## src/rtl/control_sequencer.sv

```systemverilog
`default_nettype none
// ============================================================================
//  Module   : control_sequencer
//  Purpose  : Microcode sequencer for the bus-based core. Accepts one RV32
//             instruction word over a valid/ready handshake, owns the one-hot
//             step counter and drives the register-file / ALU / immediate bus
//             strobes for OP, OP-IMM, LUI and (optionally) BRANCH.
//  Ports    : clk, reset_n (async assert, active low)
//             instr_valid / instr_ready / instr   - fetch handshake
//             alu_flag                            - branch compare result
//             step, imm, register_index           - sequencing / bus values
//             register_read_enable/_write_enable  - register-file strobes
//             alu_store_1/_2, alu_broadcast, imm_EN, alu_op - ALU/bus strobes
//             branch_taken, pc_load, done, illegal, busy   - status
//  Config   : define CTRL_BRANCH_EN to support BRANCH; otherwise BRANCH
//             traps as illegal and branch_taken / pc_load are tied low.
//  Revision : 1.0 - initial release
// ============================================================================
module control_sequencer #(
    parameter int XLEN       = 32,
    parameter int REG_RD_LAT = 1,
    parameter int STEPS      = 5
) (
    input  logic             clk,
    input  logic             reset_n,
    input  logic             instr_valid,
    output logic             instr_ready,
    input  logic [31:0]      instr,
    input  logic             alu_flag,
    output logic [STEPS-1:0] step,
    output logic [XLEN-1:0]  imm,
    output logic [4:0]       register_index,
    output logic             register_read_enable,
    output logic             register_write_enable,
    output logic             alu_store_1,
    output logic             alu_store_2,
    output logic             alu_broadcast,
    output logic             imm_EN,
    output logic [3:0]       alu_op,
    output logic             branch_taken,
    output logic             pc_load,
    output logic             done,
    output logic             illegal,
    output logic             busy
);

    localparam logic [6:0] C_OPC_OP     = 7'b0110011;
    localparam logic [6:0] C_OPC_OP_IMM = 7'b0010011;
    localparam logic [6:0] C_OPC_LUI    = 7'b0110111;
    localparam logic [6:0] C_OPC_BRANCH = 7'b1100011;
    // Wait-counter value marking the final cycle of a register read step.
    localparam logic [2:0] C_LAST_CNT   = 3'(REG_RD_LAT - 1);

    typedef enum logic [1:0] {
        S_IDLE = 2'd0,
        S_EXEC = 2'd1,
        S_TRAP = 2'd2
    } state_t;

    state_t             r_state;
    state_t             w_state_nx;
    logic [STEPS-1:0]   r_step;
    logic [STEPS-1:0]   w_step_nx;
    logic [2:0]         r_cnt;
    logic [2:0]         w_cnt_nx;
    logic [6:0]         r_opcode;
    logic [4:0]         r_rd;
    logic [4:0]         r_rs1;
    logic [4:0]         r_rs2;
    logic [3:0]         r_alu_op;
    logic [XLEN-1:0]    r_imm;

    logic [6:0]         w_opc;
    logic               w_legal;
    logic               w_accept;
    logic signed [31:0] w_imm32;
    logic [XLEN-1:0]    w_imm_nx;
    logic               w_is_opimm;
    logic               w_is_lui;
    logic               w_is_br;
    logic               w_read_step;
    logic               w_rd_final;
    logic               w_last_step;

    // ------------------------------------------------------------------
    // Decode of the word offered by fetch (used only on the accept cycle)
    // ------------------------------------------------------------------
    assign w_opc    = instr[6:0];
    assign w_accept = (r_state == S_IDLE) && instr_valid;

`ifdef CTRL_BRANCH_EN
    assign w_legal = (w_opc == C_OPC_OP) || (w_opc == C_OPC_OP_IMM) ||
                     (w_opc == C_OPC_LUI) || (w_opc == C_OPC_BRANCH);
    assign w_is_br = (r_opcode == C_OPC_BRANCH);
`else
    assign w_legal = (w_opc == C_OPC_OP) || (w_opc == C_OPC_OP_IMM) ||
                     (w_opc == C_OPC_LUI);
    assign w_is_br = 1'b0;
    logic w_unused_alu_flag;
    assign w_unused_alu_flag = alu_flag;
`endif

    // Immediate is formed once at accept and held, so the bus value is
    // stable for the whole instruction and beyond until the next accept.
    always_comb begin
        w_imm32 = 32'sd0;
        case (w_opc)
            C_OPC_OP_IMM: w_imm32 = {{20{instr[31]}}, instr[31:20]};
            C_OPC_LUI:    w_imm32 = {instr[31:12], 12'b0};
`ifdef CTRL_BRANCH_EN
            C_OPC_BRANCH: w_imm32 = {{20{instr[31]}}, instr[7], instr[30:25],
                                     instr[11:8], 1'b0};
`endif
            default:      w_imm32 = 32'sd0;
        endcase
    end

    // Size cast of a signed value sign-extends to XLEN.
    assign w_imm_nx = XLEN'(w_imm32);

    // ------------------------------------------------------------------
    // Step bookkeeping for the latched instruction
    // ------------------------------------------------------------------
    assign w_is_opimm  = (r_opcode == C_OPC_OP_IMM);
    assign w_is_lui    = (r_opcode == C_OPC_LUI);
    assign w_read_step = !w_is_lui && (r_step[0] || (r_step[1] && !w_is_opimm));
    assign w_rd_final  = (r_cnt == C_LAST_CNT);
    assign w_last_step = w_is_lui ? r_step[0] : r_step[2];

    // ------------------------------------------------------------------
    // State register
    // ------------------------------------------------------------------
    always_ff @(posedge clk or negedge reset_n) begin
        if (!reset_n) begin
            r_state  <= S_IDLE;
            r_step   <= '0;
            r_cnt    <= 3'd0;
            r_opcode <= 7'd0;
            r_rd     <= 5'd0;
            r_rs1    <= 5'd0;
            r_rs2    <= 5'd0;
            r_alu_op <= 4'd0;
            r_imm    <= '0;
        end else begin
            r_state <= w_state_nx;
            r_step  <= w_step_nx;
            r_cnt   <= w_cnt_nx;
            if (w_accept) begin
                r_opcode <= instr[6:0];
                r_rd     <= instr[11:7];
                r_rs1    <= instr[19:15];
                r_rs2    <= instr[24:20];
                r_alu_op <= {instr[30], instr[14:12]};
                r_imm    <= w_imm_nx;
            end
        end
    end

    // ------------------------------------------------------------------
    // Next state
    // ------------------------------------------------------------------
    always_comb begin
        w_state_nx = r_state;
        w_step_nx  = r_step;
        w_cnt_nx   = r_cnt;
        case (r_state)
            S_IDLE: begin
                if (instr_valid) begin
                    if (w_legal) begin
                        w_state_nx = S_EXEC;
                        w_step_nx  = STEPS'(1);
                        w_cnt_nx   = 3'd0;
                    end else begin
                        w_state_nx = S_TRAP;
                    end
                end
            end
            S_EXEC: begin
                if (w_last_step) begin
                    w_state_nx = S_IDLE;
                    w_step_nx  = '0;
                    w_cnt_nx   = 3'd0;
                end else if (w_read_step && !w_rd_final) begin
                    w_cnt_nx = r_cnt + 3'd1;
                end else begin
                    w_step_nx = r_step << 1;
                    w_cnt_nx  = 3'd0;
                end
            end
            S_TRAP:  w_state_nx = S_IDLE;
            default: w_state_nx = S_IDLE;
        endcase
    end

    // ------------------------------------------------------------------
    // Outputs (decoded from registered state, so async reset clears them
    // immediately)
    // ------------------------------------------------------------------
    assign step   = r_step;
    assign imm    = r_imm;
    assign alu_op = r_alu_op;

    always_comb begin
        instr_ready           = 1'b0;
        register_index        = 5'd0;
        register_read_enable  = 1'b0;
        register_write_enable = 1'b0;
        alu_store_1           = 1'b0;
        alu_store_2           = 1'b0;
        alu_broadcast         = 1'b0;
        imm_EN                = 1'b0;
        branch_taken          = 1'b0;
        pc_load               = 1'b0;
        done                  = 1'b0;
        illegal               = 1'b0;
        busy                  = 1'b0;
        case (r_state)
            S_IDLE: instr_ready = 1'b1;
            S_TRAP: begin
                illegal = 1'b1;
                busy    = 1'b1;
            end
            S_EXEC: begin
                busy = 1'b1;
                if (w_is_lui) begin
                    imm_EN                = 1'b1;
                    register_index        = r_rd;
                    register_write_enable = 1'b1;
                    done                  = 1'b1;
                end else if (r_step[0]) begin
                    register_index       = r_rs1;
                    register_read_enable = 1'b1;
                    alu_store_1          = w_rd_final;
                end else if (r_step[1]) begin
                    if (w_is_opimm) begin
                        imm_EN      = 1'b1;
                        alu_store_2 = 1'b1;
                    end else begin
                        register_index       = r_rs2;
                        register_read_enable = 1'b1;
                        alu_store_2          = w_rd_final;
                    end
                end else if (r_step[2]) begin
                    alu_broadcast = 1'b1;
                    done          = 1'b1;
                    if (w_is_br) begin
                        // Compare only: nothing is written back.
                        branch_taken = alu_flag;
                        pc_load      = alu_flag;
                    end else begin
                        register_index        = r_rd;
                        register_write_enable = 1'b1;
                    end
                end
            end
            default: ;
        endcase
    end

endmodule
`default_nettype wire

```

## config.mk

```make
export PLATFORM = sky130hd
export DESIGN_NAME = control_sequencer
export DESIGN_NICKNAME = d
export VERILOG_FILES = /design/src/rtl/control_sequencer.sv
export SDC_FILE = /design/constraint.sdc
export NUM_CORES = 1
export LEC_CHECK = 0
export CAP_MARGIN = 20
export CORE_UTILIZATION = 52
export CTS_BUF_LIST = sky130_fd_sc_hd__clkbuf_4 sky130_fd_sc_hd__clkbuf_8
export CTS_CLUSTER_DIAMETER = 50
export DETAILED_ROUTE_END_ITERATION = 10
export PLACE_DENSITY = 0.95
export SLEW_MARGIN = 20
export SYNTH_ARGS = -nofsm -noshare
export SYNTH_HDL_FRONTEND = slang
export SYNTH_SLANG_ARGS = --single-unit
export TNS_END_PERCENT = 30
```

## constraint.sdc

```tcl
create_clock -name clk -period 3 [get_ports clk]
set_clock_uncertainty 0.1 [all_clocks]
set_input_delay 0.6 -clock clk [delete_from_list [all_inputs] [get_ports clk]]
set_output_delay 0.6 -clock clk [all_outputs]
set_load 0.01 [all_outputs]
```

# After elaboration in Yosys (flattened, before gate mapping)

Index checks and enable logic that the tools add are counted.

Bits in registers: 68
Output and inout bits: 58
Input port bits: 36
Word-level logic and storage cells: 88

Eq/ne operators: 11
Reduce and logical (&&, ||, !) cells: 17
Mux-type cells: 50
$add $sub $neg: 1

Operators by type and width:

| kind                                                 | number |
|---|---|
| one-hot mux 32 bit (2 select lines)                  | 1 |
| two-way mux 5 bit                                    | 10 |
| two-way mux 1 bit                                    | 29 |
| equality test 7 x 6 -> 1 bit (second input constant) | 3 |
| equality test 7 x 5 -> 1 bit (second input constant) | 2 |
| two-way mux 3 bit                                    | 4 |
| one-hot mux 5 bit (2 select lines)                   | 1 |
| two-way mux 2 bit                                    | 3 |
| inequality test 2 bit (second input constant)        | 3 |
| one-hot mux 3 bit (2 select lines)                   | 1 |
| logical AND 1 bit                                    | 4 |
| one-hot mux 2 bit (2 select lines)                   | 1 |
| AND reduction 4 bit                                  | 1 |
| adder 3 x 1 -> 3 bit (second input constant)         | 1 |
| logical NOT 1 bit                                    | 3 |
| logical NOT 3 bit                                    | 1 |
| logical OR 1 bit                                     | 3 |
| inequality test 3 bit (second input constant)        | 1 |
| AND reduction 3 bit                                  | 1 |
| equality test 2 x 1 -> 1 bit (second input constant) | 1 |
| equality test 2 bit (second input constant)          | 1 |
| logical NOT 2 bit                                    | 1 |
| AND reduction 2 bit                                  | 1 |
| nonzero test 2 bit                                   | 1 |
| OR reduction 2 bit                                   | 1 |

# Depth between registers and ports, before layout

Gate-level depths: netlist of run 1.

Depth in word-level cells: 9
Depth in mapped cells: 7

# Worst setup path before layout of run 1

No wires, ideal clock.

Path type: register to output
Start: register r_step[0], in the netlist step[0]
End: output register_index[0]
Arrival time: 1554 ps
Cell stages (with the launch flop): 5
Setup slack: 746 ps
Data required time: 2300 ps
Cell sequence: dfrtp_1 nor2_1 nand2_1 a21oi_1 a221o_1

Word-level cells in the longest chain between the ends: 3

RTL lines:

| what                   | line | text |
|---|---|---|
| from (decl)            | 62   | `logic [STEPS-1:0] r_step;` |
| from (signal assigned) | 146  | `r_step <= w_step_nx;` |
| two-way mux 5 bit      | 230  | `end else if (r_step[0]) begin` |
| two-way mux 5 bit      | 225  | `if (w_is_lui) begin` |
| two-way mux 5 bit      | 217  | `case (r_state)` |
| to (decl)              | 32   | `output logic [4:0] register_index,` |

Every way passes these cells.

# Worst setup path in the final report of run 1

Start: register r_opcode[3]
End: output register_index[4]

Word-level cells in the longest chain between the ends: 6

RTL lines:

| what                         | line | text |
|---|---|---|
| from (decl)                  | 66   | `logic [6:0] r_opcode;` |
| from (signal assigned)       | 149  | `r_opcode <= instr[6:0];` |
| equality test 7 x 5 -> 1 bit | 124  | `assign w_is_opimm = (r_opcode == C_OPC_OP_IMM);` |
| two-way mux 5 bit            | 235  | `if (w_is_opimm) begin` |
| two-way mux 5 bit            | 234  | `end else if (r_step[1]) begin` |
| two-way mux 5 bit            | 230  |  |
| two-way mux 5 bit (*)        | 225  |  |
| two-way mux 5 bit (*)        | 217  |  |

Every way passes the cells marked *; elsewhere a longest branch is shown, timed or not.

==> impl_metrics.yaml, run 1 <==
cts:
  cts.sinks: 68
  postCtsSetupBuffers: 0
  clk_pin_slew_ps: 80
  htree_levels: 3
  cts_root_buffer: "clkbuf_8"
  cts_tree: "yes"
  clock_latency_ps: 350
  cts_buffer_depth: 2
  cts_buffers: 9
global_route:
  antenna_found_initial: 0
  use_met2_pct: 49.3
  busiest_layer: "met2"
  grt-ovfl-total: 0
  use_met3_pct: 9.03
  use_met1_pct: 37.2
  track_usage_pct: 30.3
  grt_first_pass_wirelength_mm: 14.4
  grt_start_max_net_pins: 59
  grt_pass1_vias: 2934
final_layout:
  fin_nets: 475
  drive_above_1_share_pct: 9.34
  area_delta_synth_final_pct: 40.6
  multi_input_area_mm2: 0.00134
  seq_area_mm2: 0.00170
  final_cells: 511
  fillers: 341
  diodes: 0
synth:
  synth_area_mm2: 0.00313
  ys_warn_count: 0
  synth-edff-count: 0
  synthArstFlopShare_pct: 100
  ys.flop_type: "dfrtp_1"
  ys_seq_elements: 68
  seq_area_frac_synth_pct: 54.4
  syn_avg_cell_area_um2: 9.13
  yosysUniqueCellTypes: 46
  syn_inst: 343
pwr:
  ir_drop_uv: 393
  netSwitchingFraction_pct: 29.9
  clock_power_share_pct: 35.4
  power_density_mw_per_mm2: 599
  cellLeakagePower_nw: 2.04
  internal-power_w: 0.00185
  p_sw_w: 0.000789
  total_power_w: 0.00264
  share_comb_of_total_power_pct: 20.7
  seq_power_share_pct: 43.9
floorplanning:
  dieArea_mm2: 0.00633
  placement_rows: 27
  start_util_pct: 55.5
  core-area_mm2: 0.00564
  ios: 94
  die_h_um: 79.6
  die_w_um: 79.6
detailed_routing:
  wl_per_cell_um: 18.1
  vias: 3004
  drt_iter0_markers: 365
  drt_wl_total_mm: 9.25
  drtPass1Iterations: 5
  drc: 0
  ant_nets: 0
  route.detailed.vias_per_inst: 5.88
timing:
  finalCritPeriodShare_pct: 103
  setup_slack_ps: -79.0
  tightest_slew_ps: 595
  grt_setup_unrepaired: "yes"
  max_slew_margin_pct: 60.3
  timing.final.hold_violations: 0
  whs_ps: 141
  max_freq_ghz: 0.325
  slew_viol_final: 0
  setup_viol: 1
  fin_tns_setup_ps: -79.0
  fin_crit_ps: 3080
critical_path:
  crit_start: "r_opcode[3]"
  end_kind: "output pin"
  arrival_ps: 2380
  cp_cell_sequence: "nand4b_1 -> nor2_2 -> a21oi_2 -> buf_4 -> a221o_1 -> clkdlybuf4s50_1"
  cp_slowest_cell: "clkdlybuf4s50_1"
  timing.rr.start: "r_state[1]"
  worstSetupStartpointType: "flop"
  cp_slowest_stage_delay_ps: 480
  cp_max_fo: 5
  crit_required_ps: 2300
  worstSetupPathType: "reg2out"
place:
  gp_congestion: 0.937
  place_inst: 495
  port_buffers: 90
  hpwlAfterDp_mm: 6.01
min_path:
  min_path_type: "in2async"
status:
  failed_checks: "negative setup slack"
  status: "complete, but fails checks"
job:
  drv_cap: 0
-- cell usage after synthesis, types with 5 or more instances --
cell type | n | area share [%]
dfrtp_1 | 68 | 54
inv_1 | 12 | 1.4
nand2_1 | 124 | 15
nand3_1 | 18 | 2.9
ha_1 | 5 | 2.0
a21oi_1 | 7 | 1.1
clkbuf_1 | 14 | 1.7
a221o_1 | 5 | 1.6
nor2_1 | 5 | 0.60
o21ai_0 | 18 | 2.9
and2_1 | 7 | 1.4
o211ai_1 | 12 | 2.9
-- flip-flops by register name, indices dropped and copies added (netlist names) --
register,cells
r_cnt,3
r_opcode,7
r_state,2
r_rd,5
r_rs2,5
imm,32
r_rs1,5
alu_op,4
step,5
-- final timing paths --
kind / slack [ps] / cells past startpoint / to
worst max-delay path: -80 / 6 / register_index[4]
min in group clk: 380 / 2 / alu_op[2]
worst min register to register: 380 / 2 / alu_op[2]
worst min-delay path: 140 / 1 / alu_op[3]
max in group asynchronous: 2010 / 2 / step[4]
worst max register to register: 870 / 6 / r_cnt[2]
-- layer usage --
layer	routed length, um	share of wire [%]
met1	3560	39
met2	4610	50
met3	803	8.7
met4	274	3.0
met5	0	0
-- critical path: cells and delay by family (launching register included) --
family	cells	cell delay (ps)
AOI/OAI and AO/OA	2	380
buffers and inverters	2	640
DFF	1	400
and+or+nand+nor	2	610
-- placed cells by master (no fill, tap or decap), types with 2 or more instances in the layout --
cell type	n
nand2_1	123
clkdlybuf4s50_1	85
dfrtp_1	68
o21ai_0	18
nand3_1	18
inv_1	12
o211ai_1	12
clkbuf_8	9
and2_1	7
buf_4	6
a21oi_1	5
a221o_1	5
nor2_1	4
o32ai_1	4
ha_1	4
bufinv_16	3
nand4b_1	2
nor2b_2	2
a21oi_2	2
or2_2	2
nor3_1	2
o31ai_1	2
a211o_1	2
nor4_1	2
nor2b_1	2
conb_1	2
clkinv_4	2
dlygate4sd2_1	2
dlymetal6s2s_1	2
buf_12	2
-- layout make-up --
| class | count | area share [%] |
|---|---|---|
| flip-flops and latches | 68 | 38.6 |
| multi-input cells | 245 | 30.3 |
| repair buffers | 98 | 22.3 |
| clock buffers | 9 | 2.81 |
| clock inverters | 7 | 2.81 |
| well taps | 72 | 2.05 |
| inverters | 12 | 1.02 |
-- logic make-up after synthesis --
kind of cell	Yosys count	share of synthesized area [%]
AOI/OAI and AO/OA	59	13.0
and+or+nand+nor	177	25.9
muxes	1	0.320
other	1	0.120
buffers and inverters	31	4.12
xor gates and xnor gates	1	0.280
adders and majority gates	5	2.00
DFF	68	54.4
-- power by group through the flow --
stage               combinational (W)  sequential [W]  clock (W)
floorplan                    0.000271         0.00115          0
detailed placement           0.000524         0.00116          0
global placement             0.000500         0.00115          0
global route                 0.000594         0.00117   0.000978
finish                       0.000547         0.00116   0.000933
CTS                          0.000535         0.00115   0.000933
-- timing repair --
action | CTS | global route
hold buffers | 0 | 0
gates resized for setup | 5 | 7
setup endpoints to repair | 5 | 4
hold endpoints to repair | 0 | 0
-- stage by stage --
stage	worst slack, ps	area [um^2]	utilization (%)
finish	-79.0	4400	78.0
global route	-161	4400	78.0
CTS	10.7	4380	77.6
detailed placement	312	4120	73.1
global placement	367	4120	73.1
floorplan	746	3130	-
Note: power is estimated with default switching activity, not from simulation.
==> run 2: changes to the inputs <==
- PLACE_DENSITY: 0.95 -> 0.9
- TNS_END_PERCENT: 30 -> 10
==> impl_metrics.yaml, run 2 (synthesis results as in run 1) <==
status:
  status: "complete, but fails checks"
  failed_checks: "negative setup slack"
critical_path:
  arrival_ps: 2300
  crit_required_ps: 2300
  cp_max_fo: 7
  rrSetupSlack_ps: 900
  worstSetupPathType: "reg2out"
  end_kind: "output pin"
  worstSetupStartpointType: "flop"
global_route:
  track_usage_pct: 29.0
  grt_start_max_net_pins: 69
  grt_first_pass_wirelength_mm: 13.7
  antenna_found_initial: 0
  grt-ovfl-total: 0
  grt_pass1_vias: 2860
cts:
  cts_root_buffer: "clkbuf_8"
  cts_tree: "yes"
  clk_pin_slew_ps: 70
  htree_levels: 3
  cts_buffer_depth: 2
  cts_buffers: 9
  cts.sinks: 68
  postCtsHoldBufs: 0
  clock_latency_ps: 350
final_layout:
  drive_above_1_share_pct: 9.11
  fin_nets: 475
  fin_util_pct: 77.2
  largest_reg_flops: 32
  final_common_cell: "nand2_1"
  layout_common_cells: "nand2_1, clkdlybuf4s50_1, dfrtp_1, o21ai_0, nand3_1"
  area_delta_synth_final_pct: 39.0
  diodes: 0
detailed_routing:
  drtPass1Iterations: 5
  drt_wl_total_mm: 8.34
  vias: 2870
  ant_nets: 0
  wl_per_cell_um: 16.3
  drt_iter0_markers: 341
  route.detailed.vias_per_inst: 5.62
  drc: 0
floorplanning:
  dieArea_mm2: 0.00633
  start_util_pct: 55.5
  die_h_um: 79.6
  die_w_um: 79.6
  placement_rows: 27
  core-area_mm2: 0.00564
  ios: 94
timing:
  max_slew_margin_pct: 43.8
  setup_viol: 1
  grt_setup_unrepaired: "yes"
  tightest_slew_ps: 843
  whs_ps: 317
  setup_slack_ps: -4.61
  fin_tns_setup_ps: -4.61
  finalCritPeriodShare_pct: 100
  max_freq_ghz: 0.333
  fin_crit_ps: 3000
  timing.final.hold_violations: 0
  slew_viol_final: 0
pwr:
  cellLeakagePower_nw: 2.02
  total_power_w: 0.00252
  power_density_mw_per_mm2: 579
  ir_drop_uv: 447
job:
  drv_cap: 0
place:
  gp_congestion: 0.904
  hpwlAfterDp_mm: 5.59
  port_buffers: 90
  place_ws_ps: 144
min_path:
  min_path_type: "in2async"
## run 2: worst paths after layout
check,startpoint,end,cells after the start
max,r_opcode[6],register_index[1],6
min,reset_n,r_state[0],2
max reg2reg,r_state[0],step[3],6
min reg2reg,r_rs1[4],r_rs1[4],2
max in group asynchronous,reset_n,step[0],2
min in group clk,r_rs1[4],r_rs1[4],2
## run 2: worst max-delay path, cell delays in order (launching register included)
cell,delay (ps)
dfrtp_1,470
and3b_1,340
nand2_1,90
a21oi_1,170
buf_4,190
a221o_1,160
clkdlybuf4s50_1,530
## run 2: report_power, final
part           internal [W]  switching [W]
combinational      0.000246       0.000282
clock              0.000477       0.000363
sequential          0.00104       0.000111
total               0.00176       0.000755
## run 2: layout make-up
type | instances | area, um^2
well taps | 72 | 90.1
clock buffers | 10 | 131
inverters | 12 | 45.0
repair buffers | 98 | 960
multi-input cells | 245 | 1340
fillers | 379 | 1290
flip-flops and latches | 68 | 1700
clock inverters | 6 | 88.8
## run 2: per-layer routing
layer  routed length [um]  GRT usage, %  part of all wire, %
met3                  613          5.94                  7.4
met1                 3460          38.3                   41
met5                    0             0                    0
met4                  225          14.9                  2.7
met2                 4040          45.0                   48
## run 2: what timing repair did
| item | 4_1_cts | 5_1_grt |
|---|---|---|
| pin swaps | 1 | 0 |
| buffers inserted | 0 | 1 |
| setup endpoints to repair | 5 | 5 |
| cloned | 0 | 0 |
| gates resized for setup | 6 | 5 |
## run 2: through the flow
step	area, um^2	instances
floorplan	3130	344
global placement	4090	494
detailed placement	4090	494
CTS	4330	510
global route	4350	511
finish	4350	511
==> run 3: changes to the inputs <==
- CORE_MARGIN: unset -> 5
==> impl_metrics.yaml, run 3 (synthesis results as in run 1) <==
detailed_routing:
  route.detailed.vias_per_inst: 5.53
  drt_iter0_markers: 169
  drc: 0
  drt_wl_total_mm: 8.91
  drtPass1Iterations: 5
  vias: 2854
  wl_per_cell_um: 17.3
  ant_nets: 0
cts:
  cts_buffers: 9
  htree_levels: 3
  cts_root_buffer: "clkbuf_8"
  cts.sinks: 68
  cts_tree: "yes"
  clock_latency_ps: 330
  clk_pin_slew_ps: 80
  cts_buffer_depth: 2
  postCtsHoldBufs: 0
final_layout:
  fillers: 425
  final_cells: 516
  stdcell_area_mm2: 0.00437
  final_common_cell: "nand2_1"
  largest_reg_flops: 32
  drive_above_1_share_pct: 9.30
  diodes: 0
  area_delta_synth_final_pct: 39.7
  layout_common_cells: "nand2_1, clkdlybuf4s50_1, dfrtp_1, o21ai_0, nand3_1"
  fin_nets: 477
timing:
  grt_setup_unrepaired: "no"
  timing.final.hold_violations: 0
  fin_crit_ps: 2910
  slew_viol_final: 0
  tightest_slew_ps: 627
  max_freq_ghz: 0.343
  fin_tns_setup_ps: 0
  finalCritPeriodShare_pct: 97.2
  setup_viol: 0
  max_slew_margin_pct: 58.2
place:
  gp_congestion: 0.866
  place_inst: 500
  place_area_mm2: 0.00412
  hpwlAfterDp_mm: 6.42
  port_buffers: 90
critical_path:
  rrSetupSlack_ps: 770
  end_kind: "output pin"
  arrival_ps: 2210
  r2r_cells: 6
  crit_required_ps: 2300
  cp_max_fo: 7
  worstSetupPathType: "reg2out"
  r2r_end: "step[4]"
  worstSetupStartpointType: "flop"
  timing.rr.start: "r_state[0]"
status:
  status: "complete, no violations"
global_route:
  antenna_found_initial: 0
  use_met3_pct: 7.43
  grt-ovfl-total: 0
  use_met2_pct: 41.7
  busiest_layer: "met2"
  grt_start_max_net_pins: 59
  grt_first_pass_wirelength_mm: 14.4
  use_met1_pct: 29.2
  track_usage_pct: 24.3
  grt_pass1_vias: 3022
floorplanning:
  start_util_pct: 53.2
  die_w_um: 87.6
  ios: 94
  dieArea_mm2: 0.00767
  placement_rows: 28
  die_h_um: 87.6
  core-area_mm2: 0.00589
pwr:
  ir_drop_uv: 349
  cellLeakagePower_nw: 2.06
  power_density_mw_per_mm2: 584
min_path:
  min_path_type: "in2async"
job:
  drv_cap: 0
==> run 3: worst max-delay path by stage <==
stage | startpoint | to | slack (ps) | cells past startpoint
after floorplan | step[0] | register_index[0] | 750 | 4
after global placement | r_state[1] | register_index[0] | 320 | 7
after detailed placement | r_state[1] | register_index[3] | 220 | 7
after CTS | r_state[1] | register_index[1] | 9 | 8
after global routing | r_opcode[2] | imm_EN | 40 | 4
final | step[0] | register_read_enable | 90 | 4
==> run 3: critical path, stage by stage, from the launching register on <==
cell             delay [ps]
dfrtp_1                 490
or3_1                   360
a211o_1                 380
nor3b_1                 170
clkdlybuf4s50_1         490
==> run 3: per-stage QoR <==
stage	hold slack, ps	util [%]	setup WS [ps]	power, W
final	182	74.3	85.2	0.00255
after global routing	236	74.3	35.7	0.00269
after CTS	195	74.0	8.54	0.00255
after detailed placement	362	70.0	219	0.00169
after global placement	352	70.0	317	0.00165
after floorplan	204	-	746	0.00142
==> run 3: area by class of cell <==
| class | instances | area, um^2 | area share, % |
|---|---|---|---|
| timing repair buffer | 100 | 976 | 22.3 |
| sequential | 68 | 1700 | 38.9 |
| clock inverter | 6 | 93.8 | 2.15 |
| tap | 75 | 93.8 | 2.15 |
| clock buffer | 10 | 138 | 3.15 |
| inverter | 12 | 45.0 | 1.03 |
| multi-input combinational | 245 | 1330 | 30.3 |
==> run 3: metal layers <==
layer	wire length (um)	vias to the layer above	part of all wire [%]
li1	-	1344	-
met1	3470	1406	39
met2	4630	94	52
met3	712	10	8.0
met4	95	0	1.1
met5	0	-	0
==> run 3: timing repair <==
item                                    CTS  global route
gates resized for setup                   5             6
endpoints found under the setup margin    7             4
buffers inserted                          0             0
endpoints found under the hold margin     0             0
==> run 3: power by group <==
part,internal (W),switching [W]
clock network,0.000500,0.000369
logic,0.000250,0.000278
registers,0.00104,0.000116
